--- src/rtl/inv_cipher_ctrl.sv ---
// AES inverse-cipher round controller: sequences round keys, an external
// InvShiftRows/InvSubBytes datapath and an internal InvMixColumns.
// Optional macro INV_CIPHER_CTRL_ABORT_EN adds an abort input.

module inv_mix_col (
  input  logic [31:0] col_in,
  output logic [31:0] col_out
);
  function automatic logic [7:0] xt(input logic [7:0] b);
    return {b[6:0], 1'b0} ^ (b[7] ? 8'h1b : 8'h00);
  endfunction

  logic [7:0] m9 [4];
  logic [7:0] mb [4];
  logic [7:0] md [4];
  logic [7:0] me [4];

  for (genvar i = 0; i < 4; i++) begin : g_byte
    logic [7:0] b, x2, x4, x8;
    assign b     = col_in[31-8*i -: 8];
    assign x2    = xt(b);
    assign x4    = xt(x2);
    assign x8    = xt(x4);
    assign m9[i] = x8 ^ b;
    assign mb[i] = x8 ^ x2 ^ b;
    assign md[i] = x8 ^ x4 ^ b;
    assign me[i] = x8 ^ x4 ^ x2;
  end

  // Row 0 (top byte) first; matrix rows are rotations of {0e,0b,0d,09}.
  assign col_out = {me[0] ^ mb[1] ^ md[2] ^ m9[3],
                    m9[0] ^ me[1] ^ mb[2] ^ md[3],
                    md[0] ^ m9[1] ^ me[2] ^ mb[3],
                    mb[0] ^ md[1] ^ m9[2] ^ me[3]};
endmodule

module inv_cipher_ctrl #(
  parameter int NR = 10
) (
  input  logic         clk,
  input  logic         rst,
  input  logic         in_valid,
  output logic         in_ready,
  input  logic [127:0] data_in,
  output logic [3:0]   rk_idx,
  input  logic [127:0] rk_in,
  output logic [127:0] dp_out,
  input  logic [127:0] dp_in,
  output logic         out_valid,
  input  logic         out_ready,
  output logic [127:0] data_out,
  output logic         busy
`ifdef INV_CIPHER_CTRL_ABORT_EN
  ,
  input  logic         abort
`endif
);
  typedef enum logic [2:0] {IDLE, INIT, ROUND, FINAL, DONE} fsm_t;

  localparam logic [3:0] NR_IDX = 4'(NR);

  fsm_t         fsm;
  logic [127:0] state_q;
  logic [3:0]   round_q;
  logic [127:0] add_key;
  logic [127:0] imc_out;
  logic         abort_hit;

  assign add_key = dp_in ^ rk_in;

  for (genvar c = 0; c < 4; c++) begin : g_col
    inv_mix_col u_imc (
      .col_in  (add_key[127-32*c -: 32]),
      .col_out (imc_out[127-32*c -: 32])
    );
  end

`ifdef INV_CIPHER_CTRL_ABORT_EN
  assign abort_hit = abort & (fsm != IDLE);
  // Abort wins over out_ready, so the block is never presented as valid that cycle.
  assign out_valid = (fsm == DONE) & ~abort;
`else
  assign abort_hit = 1'b0;
  assign out_valid = (fsm == DONE);
`endif

  // Handshakes: a block moves on the rising edge where valid && ready are both
  // high; valid never depends on ready, and ready is only offered in IDLE.
  assign in_ready = (fsm == IDLE) & ~rst;
  assign busy     = (fsm != IDLE);
  assign dp_out   = state_q;
  assign data_out = state_q;

  always_comb begin
    rk_idx = 4'd0;
    case (fsm)
      INIT:    rk_idx = NR_IDX;
      ROUND:   rk_idx = round_q;
      default: rk_idx = 4'd0;
    endcase
  end

  always_ff @(posedge clk or posedge rst) begin
    if (rst) begin
      fsm     <= IDLE;
      state_q <= '0;
      round_q <= '0;
    end else if (abort_hit) begin
      fsm     <= IDLE;
      state_q <= '0;
      round_q <= '0;
    end else begin
      case (fsm)
        IDLE: begin
          if (in_valid && in_ready) begin
            state_q <= data_in;
            round_q <= NR_IDX;
            fsm     <= INIT;
          end
        end
        INIT: begin
          state_q <= state_q ^ rk_in;
          round_q <= NR_IDX - 4'd1;
          fsm     <= ROUND;
        end
        ROUND: begin
          state_q <= imc_out;
          if (round_q != 4'd0) round_q <= round_q - 4'd1;
          if (round_q == 4'd1) fsm <= FINAL;
        end
        FINAL: begin
          state_q <= add_key;
          fsm     <= DONE;
        end
        DONE: begin
          if (out_ready) fsm <= IDLE;
        end
        default: fsm <= IDLE;
      endcase
    end
  end
endmodule

--- config.mk ---
export PLATFORM = sky130hd
export DESIGN_NAME = inv_cipher_ctrl
export DESIGN_NICKNAME = d
export VERILOG_FILES = /design/src/rtl/inv_cipher_ctrl.sv
export SDC_FILE = /design/constraint.sdc
export NUM_CORES = 1
export LEC_CHECK = 0
export BUFFER_PORTS_ARGS = -buffer_cell sky130_fd_sc_hd__buf_2
export CAP_MARGIN = 20
export CORE_AREA = 2 2 251 253
export DETAILED_ROUTE_END_ITERATION = 8
export DIE_AREA = 0 0 253 255
export PLACE_DENSITY = 0.67
export REMOVE_ABC_BUFFERS = 1
export SLEW_MARGIN = 40
export SYNTH_ARGS = -nofsm -noshare
export SYNTH_HDL_FRONTEND = slang
export SYNTH_SLANG_ARGS = --single-unit
--- constraint.sdc ---
create_clock -name clk -period 6.1 [get_ports clk]
set_input_delay 0 -clock clk [delete_from_list [all_inputs] [get_ports clk]]
set_output_delay 0 -clock clk [all_outputs]
set_load 0.03 [all_outputs]
==> results of run 1 <==
-- registers in the layout, summed over array words and instances, names as in the netlist --
signal,cells
fsm,3
round_q,4
data_out,128
-- report_power, final --
part	switching [uW]	internal (uW)	total (uW)
sequential	653	1380	2030
clock	502	620	1120
combinational	6750	4840	11600
-- stage by stage --
stage	std cells	power [uW]
2_1_floorplan	1984	10100
3_3_place_gp	3466	13100
3_5_place_dp	3468	13200
4_1_cts	3659	14700
5_1_grt	3663	15700
6_report	3664	14700
-- routing by layer --
metal | routed length [um] | up-vias
met4 | 1680 | 0
met2 | 37500 | 994
met1 | 32400 | 9027
li1 | - | 8642
met3 | 5790 | 108
met5 | 0 | -
-- synthesized netlist by cell type, types with 15 or more instances --
| master | number |
|---|---|
| o221ai_1 | 23 |
| nand2_1 | 208 |
| o31ai_1 | 31 |
| o21ai_0 | 202 |
| a21oi_1 | 59 |
| a22oi_1 | 29 |
| xnor2_2 | 31 |
| xnor3_1 | 105 |
| clkbuf_1 | 108 |
| xor2_2 | 15 |
| nor3_1 | 33 |
| xnor2_1 | 709 |
| xor2_1 | 147 |
| o22ai_1 | 21 |
| dfrtp_1 | 135 |
| buf_4 | 128 |
| a221oi_1 | 54 |
| nor2_1 | 73 |
-- layout make-up --
class	count	share of cell area
multi-input combinational	1843	0.607
timing repair buffer	846	0.201
sequential	135	0.130
tap	799	0.0384
clock buffer	24	0.0181
clock inverter	8	0.00375
inverter	6	0.00120
antenna	3	0.000289
-- worst max-delay path, cell delays in order (launching register included) --
cell           delay, ns
dfrtp_2             0.64
clkinv_2            0.72
nor2_4              0.29
buf_6               0.52
nand2_1             0.11
a221oi_1            0.35
o21ai_0             0.13
dlygate4sd3_1       0.57
-- cell families (layout without fill, tap and decap cells) --
logic type                 Yosys count  count (layout)
xor gates and xnor gates          1037            1037
and+or+nand+nor                    334             334
AOI/OAI and AO/OA                  469             469
buffers and inverters              247             884
adders and majority gates            3               3
other                                0               3
DFF                                135             135
-- worst min-delay path by stage --
stage,from,to,slack (ns),cells after the start
3_5_place_dp,out_ready,fsm[2],0.19,2
4_1_cts,rk_in[14],data_out[14],0.001,5
6_report,rk_in[47],data_out[47],0.03,5
2_1_floorplan,out_ready,fsm[2],0.09,1
3_3_place_gp,out_ready,fsm[2],0.18,2
5_1_grt,rk_in[14],data_out[14],0.05,5
-- what timing repair did --
item	4_1_cts	5_1_grt
hold endpoints to repair	208	0
endpoints found under the setup margin	0	0
hold buffers	159	0
==> results by group, run 1 <==
Outcome
  – Status: complete, no violations

STA
  – Final period util: 0.592
  – Setup TNS: 0 ns
  – RSZ-0062 raised after global routing: no
  – F_max: 0.277 GHz
  – Min Hold Slack: 0.0291 ns
  – Setup slack after layout: 2.49 ns
  – Slew Viols, Final: 0
  – Endpoints failing setup: 0
  – Slew @ Worst Pin: 0.886 ns
  – Clock Skews: 0.0106 ns
  – Slew headroom: 0.405
  – Final hold viol count: 0
  – Minimum clock period: 3.61 ns

Synthesis
  – EDFF count, synth: 0
  – Syn_area_per_cell: 9.21 um^2
  – Simple-gate share of the synthesized area: 0.0657
  – Post-Syn Area: 20500 um^2
  – Synthesized-area fraction occupied by ao, oa, aoi and oai cells: 0.143
  – Synth Register Bits: 135
  – Synth top area share: 0.303
  – Synth Instances: 2225
  – Top cell type by total area after synthesis: xnor2_1
  – XOR/XNOR share of the synthesized area: 0.555
  – Yosys warnings: 0
  – Mux contribution to synthesized area: 0
  – Synth unique cells: 47
  – Top post-synthesis cells by area: xnor2_1 30%, dfrtp_1 16%, xnor3_1 12%
  – Seq/Total Area, Yosys: 0.165
  – Async SR Flop Fraction: 1.00
  – Post-Synth Adder-Cell Area: 0.00183
  – Largest family of logic cells by synthesized area: XOR/XNOR gates
  – Leading register cell type out of synthesis: dfrtp_1

Clocking
  – Root buffer cell: clkbuf_16
  – # Post-CTS Setup Buffers: 0
  – Worst-Skew Late Latency: 0.50 ns
  – CTS tree: done
  – CTS Buffer Depth: 2
  – Clock-pin slew on the worst setup and hold paths: 0.07 ns
  – Post-cts repair resize count: 0
  – CTS Sinks: 135
  – Total CTS buffers: 17
  – H-tree depth: 4

Final layout
  – Fill cell count: 6104
  – FF+latch area: 3390 um^2
  – Most frequent cells in the layout: 705 x xnor2_1, 650 x buf_2, 208 x nand2_1, 202 x o21ai_0, 159 x dlygate4sd3_1
  – Footprint of the multi-input gates: 15800 um^2
  – Final Util: 0.418
  – Final layout net count: 3240
  – Most common cell after layout, fill and taps aside: xnor2_1
  – Layout cells sized above 1: 0.278
  – Area Overhead vs Synth: 26.9%
  – Final Cell Area: 26000 um^2

Worst setup path
  – Critical path fanouts, max: 76
  – R2r startpoint: fsm[0]
  – Worst R2R Path Depth: 7
  – Critical Path Start Type: flip-flop
  – Worst Path Arrival: 3.99 ns
  – CP required: 6.48 ns
  – CP Class: flip-flop to flip-flop
  – Setup crit end: data_out[122]
  – Worst reg-to-reg setup slack: 2.49 ns
  – Setup crit start: fsm[0]
  – CP endpoint kind: flip-flop
  – Critical R2R Capture: data_out[122]

Global route
  – GRT met3 Usage: 0.0417
  – Layer with the highest usage: met2
  – Grt met1 use: 0.305
  – Initial antenna violation count: 5
  – Global route overflow: 0
  – Vias in the first global route: 18300
  – Global-route usage over all layers: 0.234
  – First-pass GRT wire length: 114 mm
  – Largest net degree at the start of global routing: 84
  – Met2 usage in global routing: 0.396

Detailed routing
  – Antenna Violating Nets Remaining: 0
  – Final WL: 77.4 mm
  – Detailed Routing Iterations Pass 1: 5
  – Vias: 18800
  – Post-DR vias/cell: 5.12
  – Drt initial violations: 1703
  – Routed length per instance: 21.1 um
  – Residual DRC: 0

Min path
  – Hold Path Class: input pin to flip-flop

Pwr
  – Peak supply drop: 364 uV
  – Leakage: 0.0111 uW
  – P per Cell Area: 567 nW/um^2

Floorplanning
  – Initial Util: 0.330
  – Core area: 62200 um^2
  – Die Width: 253 um
  – Die height: 255 um
  – I/O Pins: 651
  – Die ar.: 64500 um^2
  – Row count: 92

Place
  – Pre-CTS setup slack: 2.87 ns
  – Post-DP HPWL: 57.5 mm
  – Port bufs: 650
  – GPL Wtd Cong: 0.934
  – Area after DPL: 23800 um^2

Run
  – Number of max-cap violations: 0
Power figures use the tool's default switching activity.
==> inputs of run 2 (changes only) <==
--- a/config.mk
+++ b/config.mk
@@ -5,12 +5,13 @@
 export SDC_FILE = /design/constraint.sdc
 export NUM_CORES = 1
 export LEC_CHECK = 0
+export ABC_AREA = 1
 export BUFFER_PORTS_ARGS = -buffer_cell sky130_fd_sc_hd__buf_2
 export CAP_MARGIN = 20
-export CORE_AREA = 2 2 251 253
+export CORE_AREA = 2 2 255 257
 export DETAILED_ROUTE_END_ITERATION = 8
-export DIE_AREA = 0 0 253 255
-export PLACE_DENSITY = 0.67
+export DIE_AREA = 0 0 257 259
+export PLACE_DENSITY = 0.79
 export REMOVE_ABC_BUFFERS = 1
 export SLEW_MARGIN = 40
 export SYNTH_ARGS = -nofsm -noshare
==> constraint.sdc (replaced) <==
create_clock -name clk -period 3.2 [get_ports clk]
set_input_delay 0 -clock clk [delete_from_list [all_inputs] [get_ports clk]]
set_output_delay 0 -clock clk [all_outputs]
set_load 0.03 [all_outputs]
==> run 2 against run 1 <==
Clock power rose by 120%; via count grew 76%; maximum frequency is 27% higher; largest power group unchanged; sequential cell count is the same; final cell count up 70%; combinational power up 100%; wire length rose by 46%; clock skew up 0.0027 ns; non-clock buffer count increased by 55; critical path depth is 5 higher; sequential share of layout area fell by 2.7 points.
==> results by group, run 2 <==
Floorplanning
  – Initial Util: 0.420
  – Die Width: 257 um
  – Die ar.: 66600 um^2
  – Core area: 63900 um^2
  – I/O Pins: 651
  – Row count: 93
  – Die height: 259 um

Clocking
  – Clock-pin slew on the worst setup and hold paths: 0.07 ns
  – H-tree depth: 4
  – Total CTS buffers: 17
  – CTS Buffer Depth: 2
  – CTS Sinks: 135
  – Worst-Skew Late Latency: 0.51 ns
  – Root buffer cell: clkbuf_16
  – CTS tree: done
  – Post-cts repair resize count: 0

Outcome
  – Status: complete, no violations

Place
  – Post-DP HPWL: 88.3 mm
  – Port bufs: 650
  – GPL Wtd Cong: 1.05
  – Pre-CTS setup slack: 0.801 ns

Pwr
  – Int Power: 11900 uW
  – Comb pwr share: 0.788
  – Sw power: 18200 uW
  – Clock group share of total power: 0.081
  – Leakage: 0.0185 uW
  – Net Sw Frac: 0.605
  – P per Cell Area: 913 nW/um^2
  – Seq pwr share: 0.131
  – Peak supply drop: 787 uV

Final layout
  – FF+latch area: 3380 um^2
  – Most frequent cells in the layout: 2120 x nand2_1, 650 x buf_2, 478 x xor2_1, 449 x nand3_1, 309 x inv_1
  – Footprint of the multi-input gates: 20900 um^2
  – Layout cells sized above 1: 0.173
  – Most common cell after layout, fill and taps aside: nand2_1
  – Fill cell count: 6362
  – Max FFs per register: 128
  – Final layout net count: 5754
  – Area Overhead vs Synth: 22.6%

Synthesis
  – Synth top area share: 0.297
  – Seq/Total Area, Yosys: 0.126
  – Yosys warnings: 0
  – Syn_area_per_cell: 5.74 um^2
  – Synth Instances: 4667
  – Synth Register Bits: 135
  – Async SR Flop Fraction: 1.00
  – Most frequent cells after synthesis: 2120 x nand2_1, 478 x xor2_1, 449 x nand3_1
  – EDFF count, synth: 0
  – Post-Syn Area: 26800 um^2
  – Top post-synthesis cells by area: nand2_1 30%, xor2_1 16%, dfrtp_1 13%
  – Most common cell in the netlist: nand2_1
  – Synth unique cells: 46
  – Top cell type by total area after synthesis: nand2_1
  – Leading register cell type out of synthesis: dfrtp_1

Worst setup path
  – CP Class: flip-flop to flip-flop
  – Crit path largest cell delay: 0.56 ns
  – CP endpoint kind: flip-flop
  – Family with the most delay on the worst path: buffers and inverters
  – Critical path fanouts, max: 42
  – Worst path bufs/invs: 5
  – CP required: 3.61 ns
  – Critical Path Start Type: flip-flop
  – Worst Path Arrival: 3.26 ns
  – Critical Path Slowest Stage Cell: dlygate4sd3_1
  – Cell Chain, Critical Path: nor2_1 -> inv_4 -> nor2_1 -> inv_1 -> a21oi_1 -> nor2_4 -> inv_8 -> buf_4 -> nor2_1 -> o21ai_0 -> dlygate4sd3_1 -> nand2_1
  – Crit-path most repeated cell: nor2_1

Detailed routing
  – Routed length per instance: 18.2 um
  – Post-DR vias/cell: 5.30
  – Drt initial violations: 3439
  – Detailed Routing Iterations Pass 1: 8
  – Final WL: 113 mm
  – Vias: 33000
  – Antenna Violating Nets Remaining: 0
  – Residual DRC: 0

STA
  – Clock Skews: 0.0132 ns
  – Slew Viols, Final: 0
  – Endpoints failing setup: 0
  – Setup TNS: 0 ns
  – RSZ-0062 raised after global routing: no
  – Slew @ Worst Pin: 0.822 ns
  – Slew headroom: 0.448
  – Minimum clock period: 2.85 ns
  – F_max: 0.350 GHz
  – Final period util: 0.892
  – Setup slack after layout: 0.346 ns
  – Final hold viol count: 0

Global route
  – GRT met3 Usage: 0.0584
  – First-pass GRT wire length: 171 mm
  – Global route overflow: 0
  – Met2 usage in global routing: 0.546
  – Vias in the first global route: 30200
  – Largest net degree at the start of global routing: 124
  – Global-route usage over all layers: 0.327
  – Initial antenna violation count: 4
  – Grt met1 use: 0.408
  – Layer with the highest usage: met2

Min path
  – Hold Path Class: input pin to flip-flop

Run
  – Number of max-cap violations: 0
## run 2: tightest hold or removal path: cells and delay by family
family / cells / cell delay, ns
AOI/OAI and AO/OA: 1 / 0.08
xor gates and xnor gates: 1 / 0.13
buffers and inverters: 1 / 0.13
and+or+nand+nor: 3 / 0.17
## run 2: logic make-up after synthesis
family,after synthesis,share of synthesized area
XOR/XNOR,733,0.257
buffers and inverters,545,0.0969
AO/OA/AOI/OAI,228,0.0588
flip-flops,135,0.126
adder cells (fa/ha/maj),3,0.00140
AND/OR/NAND/NOR,3023,0.460
## run 2: per-stage QoR
step                cells  area [um^2]   util  total power [uW]  hold WS (ns)
detailed placement   6026        30500  0.477             26200        0.0704
floorplan            4443        25400      -             19400         0.112
CTS                  6230        32800  0.514             29600      0.000537
global placement     6026        30500  0.477             25800        0.0749
finish               6236        32900  0.514             30000        0.0291
global route         6233        32900  0.514             32300        0.0517
## run 2: area by class of cell
| cell class | instances | area share |
|---|---|---|
| multi-input combinational | 3987 | 0.635 |
| timing repair buffer | 901 | 0.172 |
| sequential | 135 | 0.103 |
| inverter | 321 | 0.0373 |
| tap | 855 | 0.0326 |
| clock buffer | 20 | 0.0139 |
| clock inverter | 11 | 0.00598 |
| antenna | 6 | 0.000457 |
## run 2: final timing paths
path,start,end,slack (ns),depth (start not counted)
max,fsm[0],data_out[10],0.35,12
min,rk_in[60],data_out[60],0.03,6
max reg2reg,fsm[0],data_out[10],0.35,12
min reg2reg,round_q[3],round_q[3],0.51,2
max in group asynchronous,rst,data_out[91],1.62,5
min in group asynchronous,rst,data_out[104],0.09,3
## run 2: layer usage
metal / wire, um / up-vias
met5: 13 / -
met2: 52600 / 1789
met3: 10100 / 318
met4: 5550 / 2
li1: - / 15900
met1: 45000 / 15100
## run 2: power groups by stage
stage               logic, uW  registers [uW]  clock network [uW]
detailed placement      22300            3900                   0
global placement        21900            3880                   0
global route            25800            4030                2500
finish                  23700            3940                2430
floorplan               12600            6880                   0
CTS                     23300            3900                2460
## run 2: repair_timing
item                      in CTS  in global routing
hold endpoints to repair     178                  0
hold buffers                 173                  0
buffers inserted               0                  0
